## src/rtl/led_mmio_if.sv

```systemverilog
// led_mmio_if: store/load bus between the core and the LED/switch peripheral
interface led_mmio_if;
    logic        ledWriteEnable;
    logic        readEnable;
    logic [1:0]  addrOffset;
    logic [31:0] writeData;
    logic [31:0] readData;
    modport master(output ledWriteEnable, readEnable, addrOffset, writeData, input readData);
    modport slave(input ledWriteEnable, readEnable, addrOffset, writeData, output readData);
endinterface

```

## src/rtl/led_mmio_peripheral.sv

```systemverilog
// led_mmio_peripheral: memory-mapped LEDs with hardware blink, debounced switches and sticky change flag
module led_mmio_peripheral #(
    parameter int LED_WIDTH = 16,
    parameter int SW_WIDTH = 16,
    parameter int BLINK_DIV = 50000000,
    parameter int DEBOUNCE_CYCLES = 1000000
) (
    input  logic                 clk,
    input  logic                 rst,
    led_mmio_if.slave            bus,
    input  logic [SW_WIDTH-1:0]  switches,
    output logic [LED_WIDTH-1:0] leds
);
    localparam int BW = $clog2(BLINK_DIV);
    localparam int DW = $clog2(DEBOUNCE_CYCLES);
    localparam logic [BW-1:0] BLINK_LAST = BW'(BLINK_DIV - 1);
    localparam logic [DW-1:0] DB_LAST = DW'(DEBOUNCE_CYCLES - 1);
    logic [LED_WIDTH-1:0] ledValue, blinkMask;
    logic [BW-1:0] blinkCnt;
    logic blinkPhase, swChanged;
    logic [SW_WIDTH-1:0] syncA, swSync, swCandidate, swStable;
    logic [DW-1:0] dbCnt;
    logic wrLed, wrMask, wrClr, commit;
    assign wrLed = bus.ledWriteEnable && bus.addrOffset == 2'd0;
    assign wrMask = bus.ledWriteEnable && bus.addrOffset == 2'd1;
    assign wrClr = bus.ledWriteEnable && bus.addrOffset == 2'd3 && bus.writeData[1];
    assign commit = swSync == swCandidate && dbCnt == DB_LAST && swCandidate != swStable;
    always_ff @(posedge clk) begin
        if (rst) begin
            ledValue <= '0;
            blinkMask <= '0;
        end else begin
            if (wrLed) ledValue <= bus.writeData[LED_WIDTH-1:0];
            if (wrMask) blinkMask <= bus.writeData[LED_WIDTH-1:0];
        end
    end
    // A new mask restarts the blink cycle so all newly blinking LEDs start lit
    always_ff @(posedge clk) begin
        if (rst || wrMask) begin
            blinkCnt <= '0;
            blinkPhase <= 1'b0;
        end else if (blinkCnt == BLINK_LAST) begin
            blinkCnt <= '0;
            blinkPhase <= ~blinkPhase;
        end else begin
            blinkCnt <= blinkCnt + 1'b1;
        end
    end
    always_ff @(posedge clk) begin
        if (rst) begin
            syncA <= '0;
            swSync <= '0;
        end else begin
            syncA <= switches;
            swSync <= syncA;
        end
    end
    // Counter saturates at DB_LAST so a settled input never re-triggers
    always_ff @(posedge clk) begin
        if (rst) begin
            swCandidate <= '0;
            swStable <= '0;
            dbCnt <= '0;
        end else if (swSync != swCandidate) begin
            swCandidate <= swSync;
            dbCnt <= '0;
        end else if (commit) begin
            swStable <= swCandidate;
        end else if (dbCnt != DB_LAST) begin
            dbCnt <= dbCnt + 1'b1;
        end
    end
    always_ff @(posedge clk) begin
        if (rst) swChanged <= 1'b0;
        else if (commit) swChanged <= 1'b1;
        else if (wrClr) swChanged <= 1'b0;
    end
    assign leds = ledValue & ~(blinkMask & {LED_WIDTH{blinkPhase}});
    always_comb begin
        bus.readData = !bus.readEnable ? 32'h0 :
                       bus.addrOffset == 2'd0 ? 32'(ledValue) :
                       bus.addrOffset == 2'd1 ? 32'(blinkMask) :
                       bus.addrOffset == 2'd2 ? 32'(swStable) :
                       {30'b0, swChanged, blinkPhase};
    end
endmodule

```

## src/flat_wrapper.sv

```systemverilog
// flat-port wrapper written by rule: the top's interface ports become plain ports
module led_mmio_peripheral_flat 
#(
    parameter int LED_WIDTH = 16,
    parameter int SW_WIDTH = 16,
    parameter int BLINK_DIV = 50000000,
    parameter int DEBOUNCE_CYCLES = 1000000
)
  (clk, rst, switches, leds, bus_ledWriteEnable, bus_readEnable, bus_addrOffset, bus_writeData, bus_readData);
  led_mmio_if bus_i ();
  input  logic clk;
  input  logic rst;
  input  logic [SW_WIDTH-1:0] switches;
  output logic [LED_WIDTH-1:0] leds;
  input wire logic [$bits(bus_i.ledWriteEnable)-1:0] bus_ledWriteEnable;
  input wire logic [$bits(bus_i.readEnable)-1:0] bus_readEnable;
  input wire logic [$bits(bus_i.addrOffset)-1:0] bus_addrOffset;
  input wire logic [$bits(bus_i.writeData)-1:0] bus_writeData;
  output wire logic [$bits(bus_i.readData)-1:0] bus_readData;
  assign bus_i.ledWriteEnable = bus_ledWriteEnable;
  assign bus_i.readEnable = bus_readEnable;
  assign bus_i.addrOffset = bus_addrOffset;
  assign bus_i.writeData = bus_writeData;
  assign bus_readData = bus_i.readData;
  led_mmio_peripheral #(.LED_WIDTH(LED_WIDTH), .SW_WIDTH(SW_WIDTH), .BLINK_DIV(BLINK_DIV), .DEBOUNCE_CYCLES(DEBOUNCE_CYCLES)) u_core (.clk(clk), .rst(rst), .bus(bus_i), .switches(switches), .leds(leds));
endmodule
```

## config.mk

```make
export PLATFORM = sky130hd
export DESIGN_NAME = led_mmio_peripheral_flat
export DESIGN_NICKNAME = d
export VERILOG_FILES = /design/src/rtl/led_mmio_if.sv /design/src/rtl/led_mmio_peripheral.sv /design/src/flat_wrapper.sv
export SDC_FILE = /design/constraint.sdc
export NUM_CORES = 1
export LEC_CHECK = 0
export ABC_AREA = 1
export CORE_MARGIN = 2
export CORE_UTILIZATION = 65
export DETAILED_ROUTE_END_ITERATION = 7
export DONT_BUFFER_PORTS = 1
export GPL_TIMING_DRIVEN = 0
export PLACE_DENSITY_LB_ADDON = 0.12
export SYNTH_ARGS = -nofsm -noshare
export SYNTH_HDL_FRONTEND = slang
export SYNTH_SLANG_ARGS = --single-unit
```

## constraint.sdc

```tcl
create_clock -name clk -period 4.4 [get_ports clk]
set_clock_uncertainty 0.2 [all_clocks]
set_input_delay 0.22 -clock clk [delete_from_list [all_inputs] [get_ports clk]]
set_output_delay 0.22 -clock clk [all_outputs]
set_load 0.005 [all_outputs]
```

==> results.yml <==
status:
  status: "completed"
worst_setup_path:
  critPathKind: "reg -> out"
  critPathMaxStageDelay_ps: 460
  crit_fanout: 10
  endpoint_kind: "output pin"
  start_kind: "flip-flop"
  required_ps: 3980
  crit_top_cell: "clkbuf_1"
  cp_data_arrival_time_ps: 2010
  path_cells: "clkbuf_1, clkbuf_1, a21boi_0"
  cpMaxStageDelayCell: "clkbuf_1"
route:
  drtAntennaViolNets: 0
  wirelength_um: 16000
  drc: 0
  via_per_inst: 5.20
  via_count: 6076
  dr.pass1.iters: 5
  post_drt_wl_per_cell_um: 13.7
  drtIter0Drc: 421
placed_design:
  portBuffers: 0
  dp.cells: 1100
  hpwl_um: 11100
  place.gp.congestion: 0.881
yosys:
  syn_avg_cell_area_um2: 7.09
  synth_top_area_cell: "dfxtp_1"
  ys_ff_latch: 144
  synthesis.area_um2: 6720
  yosysWarnings: 0
  synth_top_area_frac: 0.429
  synthCells: 949
  ys_top_cells_by_area: "dfxtp_1 (43%), nand2_1 (10%), nor2_1 (8.7%)"
  synth_cell_type_count: 42
  synth_seq_area_share: 0.429
cells_and_area:
  drive_gt1_frac: 0.103
  finalNetCount: 1075
  final_common_cell: "nand2_1"
  utilization: 0.773
  area_growth_pct: 17.1
  fillerInstances: 750
  instances_no_fill: 1168
  layout_common_cells: "nand2_1 (188), nor2_1 (155), inv_1 (154)"
  antenna_cells: 0
clock_network:
  clock-sinks: 144
  cts_setup_buffers: 0
  clock_latency_ps: 540
  cts_hold_buf: 36
  cts_buffers: 17
  path_clk_slew_ps: 60
  clock_path_buffers: 2
  clock-root-buffer: "clkbuf_8"
  ctsResizeCount: 0
  cts_tree: "yes"
  cts_max_level: 4
power_and_ir_drop:
  powerDensity_nw_per_um2: 369
  peakVddDrop_mv: 0.355
  p_total_w: 0.00291
  power.leakage_nw: 3.51
floorplanning:
  pin_count: 102
  die-area_um2: 11200
  die_y_um: 106
  start_util: 0.660
  core_area_um2: 10200
  die_w_um: 106
  rows: 37
timing:
  relSlewSlack: 0.642
  tns_ps: 0
  hold_violations: 0
  report.final.setup_viol: 0
  period_needed_ps: 2430
  period_share: 0.553
  fmax_mhz: 411
  slew_violations: 0
  fin_hold_ws_ps: 34.4
  rsz0062_at_grt: "no"
  tightest_slew_ps: 536
global_routing:
  grt_max_degree: 17
  grt_pass1_wl_um: 25900
  antenna_found_initial: 0
  grt-ovfl-total: 0
  grtUsageTotal: 0.294
  grt_pass1_vias: 5725
job:
  drv_cap: 0
worst_hold_path:
  min_path_type: "in -> reg"
-- final cells by class --
class / count / area [um^2] / area share
Buffer: 43 / 262 / 0.0332
Clock buffer: 19 / 432 / 0.0548
Clock inverter: 13 / 130 / 0.0165
Inverter: 164 / 617 / 0.0784
Multi-Input combinational cell: 613 / 3020 / 0.384
Sequential cell: 144 / 2880 / 0.366
Tap cell: 136 / 170 / 0.0216
Timing Repair Buffer: 36 / 360 / 0.0458
-- worst paths after layout --
path | from | endpoint | slack [ps] | cells past startpoint
max | u_core.blinkPhase | leds[15] | 1970 | 3
min | bus_addrOffset[1] | u_core.ledValue[9] | 30 | 4
max reg2reg | u_core.dbCnt[0] | u_core.dbCnt[18] | 2340 | 8
min reg2reg | u_core.syncA[7] | u_core.swSync[7] | 200 | 2
-- Yosys cell counts (all sizes together) --
cell type / number
and3: 1
nand4: 13
nand2: 196
nor3b: 4
xnor2: 14
clkbuf: 17
dfxtp: 144
nor2: 167
a31oi: 1
nand3: 32
conb: 1
nand3b: 1
o221ai: 8
o22ai: 6
xor2: 9
a21oi: 54
buf: 26
o21ai: 49
inv: 161
clkinv: 3
nor3: 25
or2: 5
ha: 2
and2: 1
a21boi: 9
-- state kept, by name, summed over array words and instances (netlist names), 16 cells and up --
signal / flops
u_core.blinkCnt: 26
u_core.dbCnt: 20
u_core.ledValue: 16
u_core.blinkMask: 16
u_core.syncA: 16
u_core.swCandidate: 16
u_core.swSync: 16
u_core.swStable: 16
-- power breakdown --
part,leakage (nW),internal (W),total (W),switching (W)
combinational,2.07,0.0000769,0.000192,0.000115
sequential,1.17,0.00134,0.00136,0.0000204
clock,0.267,0.000775,0.00136,0.000580
-- metal layers --
metal  track usage  up-vias  part of all wire
met4         0.133        0             0.031
met5             0        -                 0
met3        0.0668       46             0.046
met2         0.522      208              0.51
li1              -     3046                 -
met1         0.337     2776              0.42
-- cell families after synthesis --
logic type	after synthesis	share of synthesized area
AOI/OAI and AO/OA	127	0.104
other	1	0.000558
and+or+nand+nor	445	0.303
DFF	144	0.429
xor gates and xnor gates	23	0.0300
adders and majority gates	2	0.00372
buffers and inverters	207	0.131
-- critical path, delay by kind of cell, from the launching register on --
family | cells | cell delay (ps)
buffers and inverters | 2 | 870
AOI/OAI and AO/OA | 1 | 280
DFF | 1 | 310
-- stage by stage --
stage               worst slack, ps  cell area (um^2)
floorplan                      2680              6780
global placement               2450              6950
detailed placement             2380              6950
CTS                            1980              7870
global route                   1900              7870
finish                         1970              7870
(Power assumes the default switching activity.)
